[src/rtl/button_pkg.sv]
// Shared FSM state encoding and width helpers for the push-button edge generator.
package button_pkg;

  typedef enum logic [1:0] {
    ST_RELEASED     = 2'd0,
    ST_PRESS_WAIT   = 2'd1,
    ST_PRESSED      = 2'd2,
    ST_RELEASE_WAIT = 2'd3
  } state_t;

  // Bits needed to hold values 0..max_val (at least one bit).
  function automatic int unsigned width_for(input int unsigned max_val);
    return (max_val < 1) ? 1 : $clog2(max_val + 1);
  endfunction

  function automatic int unsigned max_u(input int unsigned a, input int unsigned b);
    return (a > b) ? a : b;
  endfunction

endpackage

[src/rtl/sync_2ff.sv]
// Single-bit two-flop synchroniser with synchronous active-low reset.
module sync_2ff (
  input  logic clk,
  input  logic sync_nreset,
  input  logic d,
  output logic q
);

  logic s1_q;
  logic s2_q;

  always_ff @(posedge clk) begin
    if (!sync_nreset) begin
      s1_q <= 1'b0;
      s2_q <= 1'b0;
    end else begin
      s1_q <= d;
      s2_q <= s1_q;
    end
  end

  assign q = s2_q;

endmodule

[src/rtl/button_edge_gen.sv]
// Debounced push-button to single-cycle advance pulse; define BUTTON_EDGE_GEN_AUTO_REPEAT_EN
// to add hold-to-repeat pulses while the button stays pressed.
module button_edge_gen
  import button_pkg::*;
#(
  parameter int unsigned DEBOUNCE_CYCLES = 500000,
  parameter int unsigned REPEAT_DELAY    = 25000000,
  parameter int unsigned REPEAT_PERIOD   = 10000000
) (
  input  logic clk,
  input  logic sync_nreset,
  input  logic button_in,
  output logic next_led_re,
  output logic button_level
);

  localparam int unsigned CNT_W = width_for(DEBOUNCE_CYCLES);
  localparam logic [CNT_W-1:0] CNT_LAST = CNT_W'(DEBOUNCE_CYCLES - 1);

  if (DEBOUNCE_CYCLES < 1 || REPEAT_DELAY < 1 || REPEAT_PERIOD < 1) begin : g_bad_param
    $error("button_edge_gen: cycle parameters must be >= 1");
  end

  logic             btn_sync;
  state_t           state_q, state_d;
  logic [CNT_W-1:0] cnt_q, cnt_d;
  logic             next_led_re_q, next_led_re_d;
  logic             button_level_q, button_level_d;
  logic             press_pulse_c;
  logic             rep_pulse_c;

  sync_2ff u_sync (
    .clk        (clk),
    .sync_nreset(sync_nreset),
    .d          (button_in),
    .q          (btn_sync)
  );

  // Debounce FSM: a level change is accepted after DEBOUNCE_CYCLES matching samples.
  always_comb begin
    state_d       = state_q;
    cnt_d         = cnt_q;
    press_pulse_c = 1'b0;
    case (state_q)
      ST_RELEASED: begin
        if (btn_sync) begin
          state_d = ST_PRESS_WAIT;
          cnt_d   = '0;
        end
      end
      ST_PRESS_WAIT: begin
        if (!btn_sync) begin
          state_d = ST_RELEASED;
          cnt_d   = '0;
        end else if (cnt_q == CNT_LAST) begin
          state_d       = ST_PRESSED;
          cnt_d         = '0;
          press_pulse_c = 1'b1;
        end else begin
          cnt_d = cnt_q + 1'b1;
        end
      end
      ST_PRESSED: begin
        if (!btn_sync) begin
          state_d = ST_RELEASE_WAIT;
          cnt_d   = '0;
        end
      end
      ST_RELEASE_WAIT: begin
        if (btn_sync) begin
          state_d = ST_PRESSED;
          cnt_d   = '0;
        end else if (cnt_q == CNT_LAST) begin
          state_d = ST_RELEASED;
          cnt_d   = '0;
        end else begin
          cnt_d = cnt_q + 1'b1;
        end
      end
      default: begin
        state_d = ST_RELEASED;
        cnt_d   = '0;
      end
    endcase
    next_led_re_d  = press_pulse_c | rep_pulse_c;
    button_level_d = (state_d == ST_PRESSED) || (state_d == ST_RELEASE_WAIT);
  end

`ifdef BUTTON_EDGE_GEN_AUTO_REPEAT_EN
  localparam int unsigned HOLD_W = width_for(max_u(REPEAT_DELAY, REPEAT_PERIOD));
  localparam logic [HOLD_W-1:0] DELAY_LAST  = HOLD_W'(REPEAT_DELAY - 1);
  localparam logic [HOLD_W-1:0] PERIOD_LAST = HOLD_W'(REPEAT_PERIOD - 1);

  logic [HOLD_W-1:0] hold_q, hold_d;
  logic              rep_q, rep_d;

  // Hold timer only runs while PRESSED persists; rep_q selects delay vs period.
  always_comb begin
    hold_d      = '0;
    rep_d       = 1'b0;
    rep_pulse_c = 1'b0;
    if (state_q == ST_PRESSED && state_d == ST_PRESSED) begin
      if (rep_q ? (hold_q == PERIOD_LAST) : (hold_q == DELAY_LAST)) begin
        rep_pulse_c = 1'b1;
        rep_d       = 1'b1;
      end else begin
        hold_d = hold_q + 1'b1;
        rep_d  = rep_q;
      end
    end
  end

  always_ff @(posedge clk) begin
    if (!sync_nreset) begin
      hold_q <= '0;
      rep_q  <= 1'b0;
    end else begin
      hold_q <= hold_d;
      rep_q  <= rep_d;
    end
  end
`else
  assign rep_pulse_c = 1'b0;
`endif

  always_ff @(posedge clk) begin
    if (!sync_nreset) begin
      state_q        <= ST_RELEASED;
      cnt_q          <= '0;
      next_led_re_q  <= 1'b0;
      button_level_q <= 1'b0;
    end else begin
      state_q        <= state_d;
      cnt_q          <= cnt_d;
      next_led_re_q  <= next_led_re_d;
      button_level_q <= button_level_d;
    end
  end

  assign next_led_re  = next_led_re_q;
  assign button_level = button_level_q;

endmodule

[config.mk]
export PLATFORM = sky130hd
export DESIGN_NAME = button_edge_gen
export DESIGN_NICKNAME = d
export VERILOG_FILES = /design/src/rtl/button_pkg.sv /design/src/rtl/sync_2ff.sv /design/src/rtl/button_edge_gen.sv
export SDC_FILE = /design/constraint.sdc
export NUM_CORES = 1
export LEC_CHECK = 0
export BUFFER_PORTS_ARGS = -buffer_cell sky130_fd_sc_hd__buf_2
export CAP_MARGIN = 25
export CORE_MARGIN = 1
export CORE_UTILIZATION = 55
export DETAILED_ROUTE_END_ITERATION = 8
export GPL_ROUTABILITY_DRIVEN = 0
export PLACE_DENSITY_LB_ADDON = 0.25
export SLEW_MARGIN = 20
export SYNTH_ARGS = -nofsm -noshare
export SYNTH_HDL_FRONTEND = slang
export SYNTH_SLANG_ARGS = --single-unit
[constraint.sdc]
create_clock -name clk -period 4.4 [get_ports clk]
set_input_delay 0.88 -clock clk [delete_from_list [all_inputs] [get_ports clk]]
set_output_delay 0.88 -clock clk [all_outputs]
set_load 0.03 [all_outputs]
# == Word level (Yosys, flattened, before mapping) ==
# Index checks and enable logic that the tools add are counted.
# word_totals
reg_bits,25
input_bits,3
out_inout_bits,2
elab_cells,33
# op_classes
addsub,1
eq_ne,8
mux,14
reduce_logical,4
# ops
operator,count
$mux W19,5
$pmux W19 S4,1
$add A19 B1 Y19 const B,1
$eq A19 B19 Y1 const B,1
$mux W2,6
$eq A2 B2 Y1 const B,4
$pmux W2 S4,1
$reduce_and A3 Y1,1
$eq A2 B1 Y1 const B,1
$logic_not A2 Y1,1
$ne A2 B1 Y1 const B,1
$ne A2 B2 Y1 const B,1
$reduce_and A2 Y1,1
$logic_or A1 B1 Y1,1
$mux W1,1

# == Depth between registers and ports, before layout ==
# logic_depth
ltp_word,6
ltp_mapped,7

# == Hierarchy ==
# A second synthesis with hierarchy kept.
# hier_totals
cells_unflattened,142
hier_area_um2,1209.9
# modules_own_cells
module,n_inst,cells_each,area_each_um2
button_edge_gen,1,138,1157.4
sync_2ff,1,4,52.6

# == Worst setup path before layout ==
# OpenSTA, ideal clock, no wires.
# synth_path
path_kind,flip-flop to flip-flop
startpoint,register cnt_q[7]
endpoint,register cnt_q[2]
setup_ns,0.127
t_arrival_ns,1.664
required_ns,4.273
path_slack_ns,2.609
path_stages_with_launch,7
cell_sequence,dfxtp_1 or4b_4 nor4_4 a21oi_2 buf_6 a21oi_1 a31oi_1
# synth_between
elab_chain_cells,4
elab_cells_between_ends,5
classes_between,eq/ne (1); mux (4)
# synth_rtl
item,line,text
"start, declared",button_edge_gen.sv:26,"logic [CNT_W-1:0] cnt_q, cnt_d;"
"start signal, assigned",button_edge_gen.sv:134,cnt_q <= cnt_d;
$eq A19 B19 Y1 *,"button_edge_gen.sv:55, button_edge_gen.sv:73",
$mux W19 *,"button_edge_gen.sv:55, button_edge_gen.sv:73",
"$mux W19, on equally long branches","button_edge_gen.sv:70, button_edge_gen.sv:52",
$pmux W19 S4 *,button_edge_gen.sv:44,case (state_q)
# Every way passes the cells marked *; elsewhere a longest branch is shown, timed or not.
# A chain may end at the register's enable or synchronous reset.

# == Worst setup path in the final report ==
# layout_path
startpoint,register cnt_q[0]
endpoint,register cnt_q[18]
# layout_between
elab_chain_cells,4
elab_cells_between_ends,6
classes_between,add/sub (1); eq/ne (1); mux (4)
# layout_rtl
item,line
$add A19 B1 Y19 or $eq A19 B19 Y1 (tied branches),-
$mux W19 *,"button_edge_gen.sv:55, button_edge_gen.sv:73"
"$mux W19, on equally long branches","button_edge_gen.sv:70, button_edge_gen.sv:52"
$pmux W19 S4 *,button_edge_gen.sv:44
# Marked as above.

==> results by group <==
Synth
  • Biggest area contributors in the synthesized netlist: sky130_fd_sc_hd__dfxtp_1 41%, sky130_fd_sc_hd__a31oi_1 5.1%, sky130_fd_sc_hd__nand2_1 4.9%
  • Ys Warns: 0
  • Largest area contributor in the netlist: sky130_fd_sc_hd__dfxtp_1
  • Cell area after technology mapping: 0.00123 mm^2
  • Sequential fraction of the synthesis area: 0.405
  • Number of enable flip-flop cells after synthesis: 0
  • Ys async rst share: 0
  • Distinct cells, synth: 29
  • Avg Cell Area, Syn: roughly 8.5 um^2
  • Syn Inst Count: 145
  • Syn_nets: 149
  • Prevailing post-synth register cell: sky130_fd_sc_hd__dfxtp_1
  • Share of Yosys cell area claimed by the top area cell type: 0.405
  • Number of storage elements in the synthesis netlist: 25

Timing
  • RSZ-0062 raised after global routing: false
  • Fin crit share: 0.490
  • Count of pins over their slew limit: 0
  • Max-Slew Margin vs Limit: 0.569
  • Setup clock skew after layout: 0.00519 ns
  • Setup violations, final: 0
  • FMAX: 0.464 GHz
  • Sum of negative setup slack: 0 ns
  • Number of hold violations in the final report: 0
  • Final period demand of the worst path: ~2.2 ns
  • Final-layout worst hold slack: 0.458 ns
  • Worst-Margin Slew: 0.646 ns

Final layout
  • Antenna diode count: 0
  • Area added between synthesis and finish: 4.96%
  • Count of nets after finishing: 155
  • Commonest non-fill, non-tap cells in the layout: 25 x sky130_fd_sc_hd__dfxtp_1, 16 x sky130_fd_sc_hd__nand2_1, 10 x sky130_fd_sc_hd__a31oi_1, 9 x sky130_fd_sc_hd__o21ai_0, 9 x sky130_fd_sc_hd__a21oi_1
  • Most common library cell in the layout ignoring fill and taps: sky130_fd_sc_hd__dfxtp_1
  • Fraction of layout instances using a drive strength above 1: 0.100
  • Fill cell instance count of the final layout: 189

Global routing
  • Initial antenna violation count: 0
  • Total GRT Usage: 0.219
  • Remaining global-route overflow: 0
  • Global-route wire length before repair: 4.08 mm
  • Vias in the first global route: 925
  • Pin count of the biggest net entering global routing: 27

Worst setup path
  • Data arrival, critical path: 2.36 ns
  • Crit Path Max Fanout: 14
  • Crit Path Category: flip-flop to flip-flop
  • Startpoint type of the worst setup path: flip-flop
  • Critical path endpoint category: flip-flop
  • Worst path required time: 4.60 ns

Clocking
  • Total CTS buffers: 3
  • Worst-Skew Late Latency: 0.31 ns
  • Register clock-pin slew on the reported worst setup and hold paths: 0.13 ns
  • Number of hold buffers added after cts: 0
  • TritonCTS clock tree: built
  • Post-CTS sizing: 0
  • Post-CTS setup buffer count: 0
  • Count of clock tree sinks: 25
  • Clock root buffer master: sky130_fd_sc_hd__clkbuf_4
  • H-tree level count: 1
  • Maximum root-to-sink buffer count: 2

Route
  • WL/cell: 14.1 um
  • Residual antenna-violating net count after detailed routing: 0
  • Total detailed-routing wirelength: 2.50 mm
  • Vias: 1,078
  • # DRC: 0
  • Mean number of vias per cell: 6.09
  • Number of iterations in the first detailed-routing pass: 4
  • Starting DRC count in detailed routing: 33

Floorplan
  • Horiz. Die Dim: slightly below 50 um
  • Initial Util: 0.605
  • Number of placement rows: 16
  • Die footprint: roughly 0.0024 mm^2
  • I/O pin count: 5
  • Vert. Die Dim: ~49 um
  • CORE AREA: 0.00204 mm^2

Min path
  • Hold WC Path Type: flip-flop to flip-flop

Placed design
  • Half-perimeter wire length after placement: 1.76 mm
  • Port-buffer cells: 4

Power and ir drop
  • Sw Share: 0.216
  • Switching power: 73.6 uW
  • Leakage power figure: 0.000451 uW
  • Internal Dissipation: between 200 and 300 uW
  • Part of the total power dissipated in combinational logic: 0.036
  • Proportion of power drawn by flip-flops and latches: 0.670
  • Maximum ir drop on the vdd rail: 0.201 mV
  • Pwr/cell area: 263 mW/mm^2
  • Portion of total power attributed to the clock network: 0.294

Run
  • Max-cap violations: 0

Outcome
  • Result of the run: complete, no violations
-- stage by stage --
stage	instances	utilization	cell area, um^2	total power [uW]	setup slack (ns)
2_1_floorplan	145	-	1230	242	2.61
3_3_place_gp	172	0.616	1260	245	2.04
3_5_place_dp	172	0.616	1260	245	1.94
4_1_cts	176	0.629	1280	346	2.19
5_1_grt	177	0.635	1300	354	2.10
6_report	177	0.635	1300	341	2.24
-- routing by layer --
layer	vias up	wire length, um	track usage
met1	507	1190	0.272
met5	-	0	0
met3	5	86	0.0280
li1	537	-	-
met2	29	1180	0.374
met4	0	42	0.100
-- final cells by class --
cell class | instances | area (um^2) | share of cell area
well taps | 27 | 33.8 | 0.0261
flip-flops and latches | 25 | 500 | 0.386
inverters | 5 | 18.8 | 0.0145
multi-input cells | 111 | 686 | 0.529
repair buffers | 5 | 31.3 | 0.0241
clock buffers | 4 | 26.3 | 0.0203
-- power by group through the flow --
stage | sequential (uW) | clock (uW) | combinational, uW
final | 228 | 100 | 12.3
after global routing | 229 | 111 | 14.0
after CTS | 228 | 106 | 12.2
after detailed placement | 233 | 0 | 12.2
after global placement | 233 | 0 | 11.9
after floorplan | 233 | 0 | 9.39
-- synthesized netlist by cell type, types with 2 or more instances --
library cell,instances
sky130_fd_sc_hd__a21oi_2,5
sky130_fd_sc_hd__or3_1,2
sky130_fd_sc_hd__and3_1,6
sky130_fd_sc_hd__nand4_1,6
sky130_fd_sc_hd__o21ai_0,9
sky130_fd_sc_hd__nand2_1,16
sky130_fd_sc_hd__o2bb2ai_1,2
sky130_fd_sc_hd__clkbuf_1,2
sky130_fd_sc_hd__and4_1,4
sky130_fd_sc_hd__nand2b_1,3
sky130_fd_sc_hd__and2_1,4
sky130_fd_sc_hd__inv_1,5
sky130_fd_sc_hd__nor2_1,7
sky130_fd_sc_hd__dfxtp_1,25
sky130_fd_sc_hd__mux2i_1,3
sky130_fd_sc_hd__nor2b_1,5
sky130_fd_sc_hd__a31oi_1,10
sky130_fd_sc_hd__buf_6,2
sky130_fd_sc_hd__a21oi_1,9
sky130_fd_sc_hd__nor3_1,2
sky130_fd_sc_hd__xor2_1,3
sky130_fd_sc_hd__o21a_1,2
sky130_fd_sc_hd__nand3_1,7
-- worst max-delay path: stages, from the launching register on --
cell and delay, ns:
sky130_fd_sc_hd__dfxtp_1 0.41, sky130_fd_sc_hd__ha_1 0.27, sky130_fd_sc_hd__nand4_1 0.23, sky130_fd_sc_hd__nor4_4 0.44, sky130_fd_sc_hd__a21oi_2 0.25, sky130_fd_sc_hd__buf_6 0.21, sky130_fd_sc_hd__a31oi_1 0.18, sky130_fd_sc_hd__a31oi_1 0.05
-- flip-flops by register name, summed over array words and instances, names as in the netlist --
name          cells
u_sync.s1_q       1
cnt_q            19
button_level      1
next_led_re       1
state_q           2
u_sync.q          1
-- path summary, 6_finish.rpt --
kind	startpoint	to	slack, ns	cells after the start
worst max-delay path	cnt_q[0]$_SDFFE_PN0P_	cnt_q[18]$_SDFFE_PN0P_	2.24	7
worst min-delay path	u_sync.s1_q$_SDFF_PN0_	u_sync.q$_SDFF_PN0_	0.46	1
worst max register to register	cnt_q[0]$_SDFFE_PN0P_	cnt_q[18]$_SDFFE_PN0P_	2.24	7
worst min register to register	u_sync.s1_q$_SDFF_PN0_	u_sync.q$_SDFF_PN0_	0.46	1
-- cells by family after synthesis --
kind of cell | share of synthesized area
compound gates | 0.191
buf+inv | 0.0395
flops | 0.405
fa+ha+maj | 0.0101
xor+xnor | 0.0284
mux | 0.0243
simple gates | 0.301
Power figures use the tool's default switching activity.
